`config.mk`:
```
export PLATFORM = sky130hd
export DESIGN_NAME = vote_tally_display
export DESIGN_NICKNAME = d
export VERILOG_FILES = /design/src/rtl/vote_display_pkg.sv /design/src/rtl/seg7_encoder.sv /design/src/rtl/vote_tally_display.sv
export SDC_FILE = /design/constraint.sdc
export NUM_CORES = 1
export LEC_CHECK = 0
export BUFFER_PORTS_ARGS = -buffer_cell sky130_fd_sc_hd__clkbuf_2
export CORE_MARGIN = 3
export CORE_UTILIZATION = 40
export DETAILED_ROUTE_END_ITERATION = 8
export PLACE_DENSITY = 0.59
export SLEW_MARGIN = 30
export SYNTH_ARGS = -nofsm -noshare
export SYNTH_HDL_FRONTEND = slang
export SYNTH_HIERARCHICAL = 1
export SYNTH_SLANG_ARGS = --single-unit
```
`constraint.sdc`:
```
create_clock -name clk -period 2.2 [get_ports clk]
set_clock_uncertainty 0.05 [all_clocks]
set_input_delay 0.55 -clock clk [delete_from_list [all_inputs] [get_ports clk]]
set_output_delay 0.55 -clock clk [all_outputs]
set_load 0.005 [all_outputs]
```
`src/rtl/vote_display_pkg.sv`:
```
// Shared types and constants for the vote tally display.
//   state_t           : tally FSM states
//   SEG_0..SEG_9      : active-high segment patterns {a,b,c,d,e,f,g}, seg[6]=a
//   SEG_DASH/SEG_BLANK: g-only dash and all-off blank
//   CODE_DASH/BLANK   : encoder input codes for the two non-digit glyphs
package vote_display_pkg;

   typedef enum logic [1:0] {
      IDLE  = 2'd0,
      LATCH = 2'd1,
      COUNT = 2'd2,
      SHOW  = 2'd3
   } state_t;

   localparam logic [6:0] SEG_0     = 7'b1111110;
   localparam logic [6:0] SEG_1     = 7'b0110000;
   localparam logic [6:0] SEG_2     = 7'b1101101;
   localparam logic [6:0] SEG_3     = 7'b1111001;
   localparam logic [6:0] SEG_4     = 7'b0110011;
   localparam logic [6:0] SEG_5     = 7'b1011011;
   localparam logic [6:0] SEG_6     = 7'b1011111;
   localparam logic [6:0] SEG_7     = 7'b1110000;
   localparam logic [6:0] SEG_8     = 7'b1111111;
   localparam logic [6:0] SEG_9     = 7'b1111011;
   localparam logic [6:0] SEG_DASH  = 7'b0000001;
   localparam logic [6:0] SEG_BLANK = 7'b0000000;

   localparam logic [3:0] CODE_DASH  = 4'hE;
   localparam logic [3:0] CODE_BLANK = 4'hF;

endpackage

```
`src/rtl/seg7_encoder.sv`:
```
// Combinational glyph encoder: 0-9 -> digit, 4'hE -> dash, anything else -> blank.
//   code  : 4-bit glyph code
//   seg_c : active-high segments {a,b,c,d,e,f,g}
module seg7_encoder
   import vote_display_pkg::*;
(
   input  logic [3:0] code,
   output logic [6:0] seg_c
);

   always_comb begin
      seg_c = SEG_BLANK;
      case (code)
         4'd0:      seg_c = SEG_0;
         4'd1:      seg_c = SEG_1;
         4'd2:      seg_c = SEG_2;
         4'd3:      seg_c = SEG_3;
         4'd4:      seg_c = SEG_4;
         4'd5:      seg_c = SEG_5;
         4'd6:      seg_c = SEG_6;
         4'd7:      seg_c = SEG_7;
         4'd8:      seg_c = SEG_8;
         4'd9:      seg_c = SEG_9;
         CODE_DASH: seg_c = SEG_DASH;
         default:   seg_c = SEG_BLANK;
      endcase
   end

endmodule

```
`src/rtl/vote_tally_display.sv`:
```
// Samples a bank of voter switches on a strobe, counts yes votes, flags majority/tie
// and drives a time-multiplexed 7-segment display.
//   clk, rst : clock, synchronous active-high reset
//   votes    : voter switches (1 = yes), sample: capture strobe, clear: back to idle
//   seg, an  : registered segments / one-hot digit enables, polarity per ACTIVE_LOW
//   count, valid, majority, tie : registered tally results
module vote_tally_display
   import vote_display_pkg::*;
#(
   parameter int unsigned N_VOTERS    = 5,
   parameter int unsigned N_DIGITS    = 2,
   parameter int unsigned REFRESH_DIV = 1000,
   parameter bit          ACTIVE_LOW  = 1'b1
)(
   input  logic                            clk,
   input  logic                            rst,
   input  logic [N_VOTERS-1:0]             votes,
   input  logic                            sample,
   input  logic                            clear,
   output logic [6:0]                      seg,
   output logic [N_DIGITS-1:0]             an,
   output logic [$clog2(N_VOTERS+1)-1:0]   count,
   output logic                            valid,
   output logic                            majority,
   output logic                            tie
);

   localparam int unsigned CW = $clog2(N_VOTERS + 1);
   localparam int unsigned RW = $clog2(REFRESH_DIV);
   localparam int unsigned DW = (N_DIGITS > 1) ? $clog2(N_DIGITS) : 1;

   state_t              state, state_nx;
   logic [N_VOTERS-1:0] vote_reg;
   logic [CW-1:0]       pop_c;
   logic                majority_c, tie_c;
   logic [RW-1:0]       refresh_cnt;
   logic [DW-1:0]       digit_idx;
   logic [31:0]         count_w;
   logic [3:0]          ones_c, tens_c, code_c;
   logic [6:0]          seg_c;
   logic [N_DIGITS-1:0] an_c;

   // State register
   always_ff @(posedge clk) begin
      if (rst) state <= IDLE;
      else     state <= state_nx;
   end

   // Next state: clear beats sample, sample restarts from any state
   always_comb begin
      state_nx = state;
      if (clear) begin
         state_nx = IDLE;
      end else if (sample) begin
         state_nx = LATCH;
      end else begin
         case (state)
            LATCH:   state_nx = COUNT;
            COUNT:   state_nx = SHOW;
            default: state_nx = state;
         endcase
      end
   end

   // Yes-vote popcount and flags from the latched votes
   always_comb begin
      pop_c = '0;
      for (int unsigned i = 0; i < N_VOTERS; i++)
         pop_c = pop_c + CW'(vote_reg[i]);
      majority_c = (32'(pop_c) > (N_VOTERS / 2));
      tie_c      = ((N_VOTERS % 2) == 0) && (32'(pop_c) == (N_VOTERS / 2));
   end

   // Vote capture, tally registers and valid flag
   always_ff @(posedge clk) begin
      if (rst) begin
         vote_reg <= '0;
         count    <= '0;
         valid    <= 1'b0;
         majority <= 1'b0;
         tie      <= 1'b0;
      end else if (clear) begin
         count    <= '0;
         valid    <= 1'b0;
         majority <= 1'b0;
         tie      <= 1'b0;
      end else if (sample) begin
         vote_reg <= votes;
         valid    <= 1'b0;
      end else begin
         if (state == COUNT) begin
            count    <= pop_c;
            majority <= majority_c;
            tie      <= tie_c;
         end
         if (state == SHOW) valid <= 1'b1;
      end
   end

   // Free-running refresh divider and digit index
   always_ff @(posedge clk) begin
      if (rst) begin
         refresh_cnt <= '0;
         digit_idx   <= '0;
      end else if (refresh_cnt == RW'(REFRESH_DIV - 1)) begin
         refresh_cnt <= '0;
         digit_idx   <= (digit_idx == DW'(N_DIGITS - 1)) ? '0 : digit_idx + DW'(1);
      end else begin
         refresh_cnt <= refresh_cnt + RW'(1);
      end
   end

   // Glyph selection: decimal split in SHOW (leading-zero tens blanked), dashes otherwise
   always_comb begin
      count_w = 32'(count);
      ones_c  = 4'(count_w % 32'd10);
      tens_c  = 4'(count_w / 32'd10);
      code_c  = CODE_DASH;
      if (state == SHOW) begin
         if (digit_idx == '0)
            code_c = ones_c;
         else if ((digit_idx == DW'(1)) && (tens_c != 4'd0))
            code_c = tens_c;
         else
            code_c = CODE_BLANK;
      end
      an_c = N_DIGITS'(1) << digit_idx;
   end

   seg7_encoder u_enc (
      .code  (code_c),
      .seg_c (seg_c)
   );

   // Output registers with polarity applied
   always_ff @(posedge clk) begin
      if (rst) begin
         seg <= ACTIVE_LOW ? ~SEG_DASH : SEG_DASH;
         an  <= ACTIVE_LOW ? ~N_DIGITS'(1) : N_DIGITS'(1);
      end else begin
         seg <= ACTIVE_LOW ? ~seg_c : seg_c;
         an  <= ACTIVE_LOW ? ~an_c : an_c;
      end
   end

endmodule

```
# After elaboration in Yosys (flattened, before gate mapping)
# Memories as Yosys holds them, arrays and structs flattened.
# Index checks and enable logic that the tools add are counted.
dict set report totals {
  n_memories 1
  elab_cells 44
  regBits 32
  output_inout_bits 15
  rom_bits 112
}
# name depth word_bits rd rd_clocked_by_memory_dff write_ports line_no
set memory_table {}
lappend memory_table {{(name not given)} 16 7 1 0 0 seg7_encoder.sv:13} ;# case (code)
dict set report classes {
  n_addsub 6
  order_cmp 1
  eq_ne 4
  shift 1
  bitwise 4
  reduce_logical 9
  n_mux 6
  div_mod_pow 2
}
# op count
set ops {}
lappend ops {{divider 3 x 4 -> 32 bit, second input constant} 1}
lappend ops {{modulo 3 x 4 -> 32 bit, second input constant} 1}
lappend ops {{2-to-1 mux 4 bit} 3}
lappend ops {{adder 10 x 1 -> 10 bit, second input constant} 1}
lappend ops {{equality test 10 bit, second input constant} 1}
lappend ops {{inverter 7 bit} 1}
lappend ops {{adder 3 x 1 -> 3 bit} 2}
lappend ops {{equality test 2 bit, second input constant} 2}
lappend ops {{case mux 2 bit (2 select lines)} 1}
lappend ops {{AND reduction 2 bit} 2}
lappend ops {{nonzero test 4 bit} 1}
lappend ops {{OR reduction 2 bit} 2}
lappend ops {{adder 2 x 1 -> 3 bit} 1}
lappend ops {{> comparator 3 x 2 -> 1 bit, second input constant} 1}
lappend ops {{nonzero test 3 bit} 1}
lappend ops {{OR reduction 3 bit} 1}
lappend ops {{adder 1 x 1 -> 2 bit} 1}
lappend ops {{equality test 2 x 1 -> 1 bit, second input constant} 1}
lappend ops {{2-to-1 mux 1 bit} 2}
lappend ops {{inverter 1 bit} 2}
lappend ops {{inverter 2 bit} 1}
lappend ops {{nonzero test 2 bit} 1}
lappend ops {{<< shifter 1 x 1 -> 2 bit, first input constant} 1}
lappend ops {{adder 1 bit, second input constant} 1}
lappend ops {{logical AND 1 bit} 1}

# Depth between registers and ports, before layout
# An unclocked memory read counts as a cell.
dict set report depth {
  depth_word 8
  mapped_depth 10
}

# Modules after synthesis
# The synthesis kept the hierarchy.
# mod seq_area_each_um2 area_per_inst_um2 cells_per_inst instances
set by_module_without_submodules {}
lappend by_module_without_submodules {vote_tally_display 640.6 1312.5 142 1}
lappend by_module_without_submodules {seg7_encoder 0.0 217.7 30 1}

# Worst setup path before layout
# OpenSTA, ideal clock, no wires.
dict set report synth_path {
  kind {register to register}
  from {register vote_reg[0]}
  to {register majority}
  stages_incl_launch_ff 10
  arrival_ns 1.847
  t_required_ns 2.027
  path_buffers 0
  path_slack_ns 0.181
  period_less_slack_ns 2.019
  cell_sequence {dfxtp_1 -> inv_1 -> fa_1 -> inv_1 -> fa_1 -> ha_1 -> nor3b_1 -> nor2_1 -> mux2i_1 -> nor2_1}
}
dict set report synth_via {
  elab_chain_len 5
}
# element line_no
set synth_lines {}
lappend synth_lines {{start: declaration} vote_tally_display.sv:33} ;# logic [N_VOTERS-1:0] vote_reg;
lappend synth_lines {{start signal: assignment} vote_tally_display.sv:88} ;# vote_reg <= votes;
lappend synth_lines {{adder 1 x 1 -> 2 bit} vote_tally_display.sv:69} ;# pop_c = pop_c + CW'(vote_reg[i]);
lappend synth_lines {{adder 2 x 1 -> 3 bit} vote_tally_display.sv:69}
lappend synth_lines {{adder 3 x 1 -> 3 bit (2 in a row)} vote_tally_display.sv:69}
lappend synth_lines {{net pop_c[2]} vote_tally_display.sv:34} ;# logic [CW-1:0] pop_c;
lappend synth_lines {{> comparator 3 x 2 -> 1 bit} vote_tally_display.sv:70} ;# majority_c = (32'(pop_c) > (N_VOTERS / 2));
lappend synth_lines {{end signal: assignment} vote_tally_display.sv:93} ;# majority <= majority_c;
lappend synth_lines {{end: declaration} vote_tally_display.sv:24} ;# output logic majority,
# The timed path passes the listed nets, and every way through them passes these cells.
# A chain may end at the register's enable or synchronous reset.

# Worst setup path in the final report
# Ends and elaborated chain as after synthesis.

==> results by group <==
Die
  – Initial Utilization: 43.8%
  – Die area: ~4600 um^2
  – # rows: 21
  – Die Span X: roughly 68 um
  – Die Span Y: 67.9 um
  – I/O pins: 24
  – Core area: 3490 um^2

Setup path
  – WP buf/inv: 3
  – Worst R2R Setup Slack: 0.12 ns
  – Sequence of cells on the critical path: inv_1, fa_1, inv_1, fa_2, inv_1, ha_1, nor3b_2, nor2_1, mux2i_1, nor2_1
  – Crit-path most repeated cell: inv_1
  – Reg2Reg Depth: 10
  – CP Class: register to register
  – Worst setup SP type: register
  – CP endpoint kind: register
  – Slowest Stage Delay on Critical Path: 0.53 ns
  – Top delay family on crit path: adder cells
  – Worst EP required: 2.37 ns
  – RR Endpoint: majority
  – Slowest cell on crit path: fa_1
  – Reg-to-reg startpoint: vote_reg[0]
  – Crit path DAT: 2.26 ns
  – Crit Path Max Fanout: 2

Synth
  – Most used DFF post-synth: dfxtp_1
  – Syn Area/Cell: 8.90 um^2
  – Most common cell in the synthesized netlist: dfxtp_1
  – Cells taking the most area after synthesis: dfxtp_1, ha_1, nor2_1
  – Largest area contributor in the netlist: dfxtp_1
  – Async set-reset flop share out of synthesis: 0%
  – Synth Warn #: 6
  – Synthesized netlist net count: around 200
  – Sequential area share after synthesis: 41.9%
  – Post-synth EDFFs: 0
  – Cell Area, Synth: 1530 um^2
  – Post-synthesis register bit count: 32
  – Top cells by count, synth: dfxtp_1, nor2_1, inv_1
  – Synth Instances: 172
  – Yosys top cell area share: a little over two fifths
  – Synth unique cells: 37

Layout
  – Area grow syn2layout: 14.7%
  – Final nets: 219
  – Antenna diode instance count: 0
  – Core Util, Final: 50.2%
  – Register Area: 641 um^2
  – Max reg flops: 10
  – Fillers: 344
  – Share of cells above drive strength 1: 22.2%
  – Area of the multi-input gates: a little over 800 um^2
  – Fin cells: 240

Worst hold path
  – Hold depth: 1
  – Worst Hold Launch: refresh_cnt[0]
  – Hold Path Class: register to register
  – Hold Crit Endpoint: refresh_cnt[0]

Timing
  – Fin crit share: 94.6%
  – Achievable frequency: 480 MHz
  – Slew Viols, Final: 0
  – Worst Slack Setup Final: 0.118 ns
  – Final min period: ~2.1 ns
  – Final hold vios: 0
  – Setup_tns: 0 ns
  – Max_slew headroom: between 60% and 70%
  – RSZ-0062 raised after global routing: no
  – Final setup fails: 0
  – Worst-Margin Slew: 0.557 ns

Global routing
  – GRT Overall Usage: about 14%
  – Maximum number of pins on one net before global-route repair: 22
  – Vias in the first global route: between 1000 and 1500
  – Grt ovf: 0
  – Global-route wire length before repair: ~4.7 mm
  – Met2 usage: between 20% and 30%
  – M1 GR Usage: approximately 15%
  – Met3 GRT Util: 5.91%
  – Antenna violations before repair: 0
  – Busiest grt layer: met2

Clocking
  – Clock Path Buffers: 2
  – H-tree level count: 2
  – TritonCTS Buffers: 5
  – Worst skew pair latency: 0.28 ns
  – Clock sink total: 32
  – Clock root buffer: clkbuf_8
  – CTS tree: yes
  – Clock transition at path regs: 0.06 ns

Routing
  – Initial DRC count: 55
  – Routed WL: ~2.5 mm
  – Post-route ant nets: 0
  – Vias/cell: about 4.7
  – DR vias: 1138
  – DRC viols: 0
  – Routed len/inst: 10.6 um
  – Drt pass-1 iters: 4

Power
  – VDD IR max: 0.276 mV
  – Leakage: 0.000744 uW
  – Power Density: around 610 nW/um^2

Placement
  – Final HPWL DP: 1.93 mm
  – Port Buf Inserts: 22
  – Setup WS pre-CTS: 0.0404 ns
  – Placed instance count: 235
  – Placer Congestion: 0.801

Run status
  – Status: complete, no violations

Run
  – Max-cap viol count: 0
## power by group
group          switching [uW]  internal (uW)  leakage (uW)  total (uW)
logic                    37.4           32.3      0.000448        69.6
clock network             190            203     0.0000359         393
registers                13.7            596      0.000260         609
total                     241            831      0.000744        1070
## worst max-delay path by stage
stage	start	to	slack (ns)	depth (start not counted)
final	vote_reg[0]	majority	0.12	10
after global placement	vote_reg[0]	majority	0.14	10
after global routing	vote_reg[0]	majority	0.01	10
after CTS	vote_reg[0]	majority	0.04	9
after floorplan	vote_reg[0]	majority	0.18	9
after detailed placement	vote_reg[0]	majority	0.04	9
## cell families (layout without fill, tap and decap cells)
group / Yosys count / in the layout / share of synthesized area, %
xor+xnor: 5 / 5 / 2.86
fa+ha+maj: 14 / 14 / 12.4
buf+inv: 22 / 44 / 5.64
other cells: 1 / 1 / 0.245
mux: 6 / 6 / 3.92
simple gates: 68 / 68 / 23.1
compound gates: 24 / 24 / 9.98
flops: 32 / 32 / 41.9
## routing by layer
metal / routed length (um) / part of all wire [%]
met4: 48 / 1.9
met1: 1130 / 44
met3: 149 / 5.9
met5: 0 / 0
met2: 1220 / 48
## worst reg2reg max path, cell delays in order (launching register included)
cell and delay, ns:
dfxtp_1 0.31, inv_1 0.06, fa_1 0.53, inv_1 0.05, fa_2 0.34, inv_1 0.06, ha_1 0.22, nor3b_2 0.16
nor2_1 0.08, mux2i_1 0.08, nor2_1 0.09
## placed cells by master (no fill, tap or decap), drive strengths merged, types with 2 or more instances in the layout
cell type  Yosys  layout
a31oi          2       2
xor2           2       2
nor2b          4       4
o21ai          7       7
ha            12      12
a21oi         10      10
inv           16      16
mux2i          6       6
xnor2          3       3
nor2          26      26
nor3           3       3
or3            2       2
fa             2       2
dfxtp         32      32
nand3          7       7
or2            4       4
nand2b         8       8
nand2          8       8
clkbuf         5      27
nand4          2       2
## cell type report
class	instances	area share, %
clock buffer	5	3.92
inverter	16	3.42
multi-input combinational	118	46.2
sequential	32	36.5
tap	46	3.28
timing repair buffer	23	6.70
## what timing repair did
action	in CTS	in global routing
setup endpoints to repair	0	1
setup buffers	0	0
gates resized for setup	0	2
hold buffers	0	0
## stage by stage
stage | hold WS, ns | power, uW | area (um^2)
after floorplan | 0.379 | 671 | 1530
after global placement | 0.390 | 685 | 1680
after detailed placement | 0.400 | 690 | 1680
after CTS | 0.413 | 1090 | 1750
after global routing | 0.428 | 1140 | 1760
final | 0.409 | 1070 | 1760
Power figures use the tool's default switching activity.
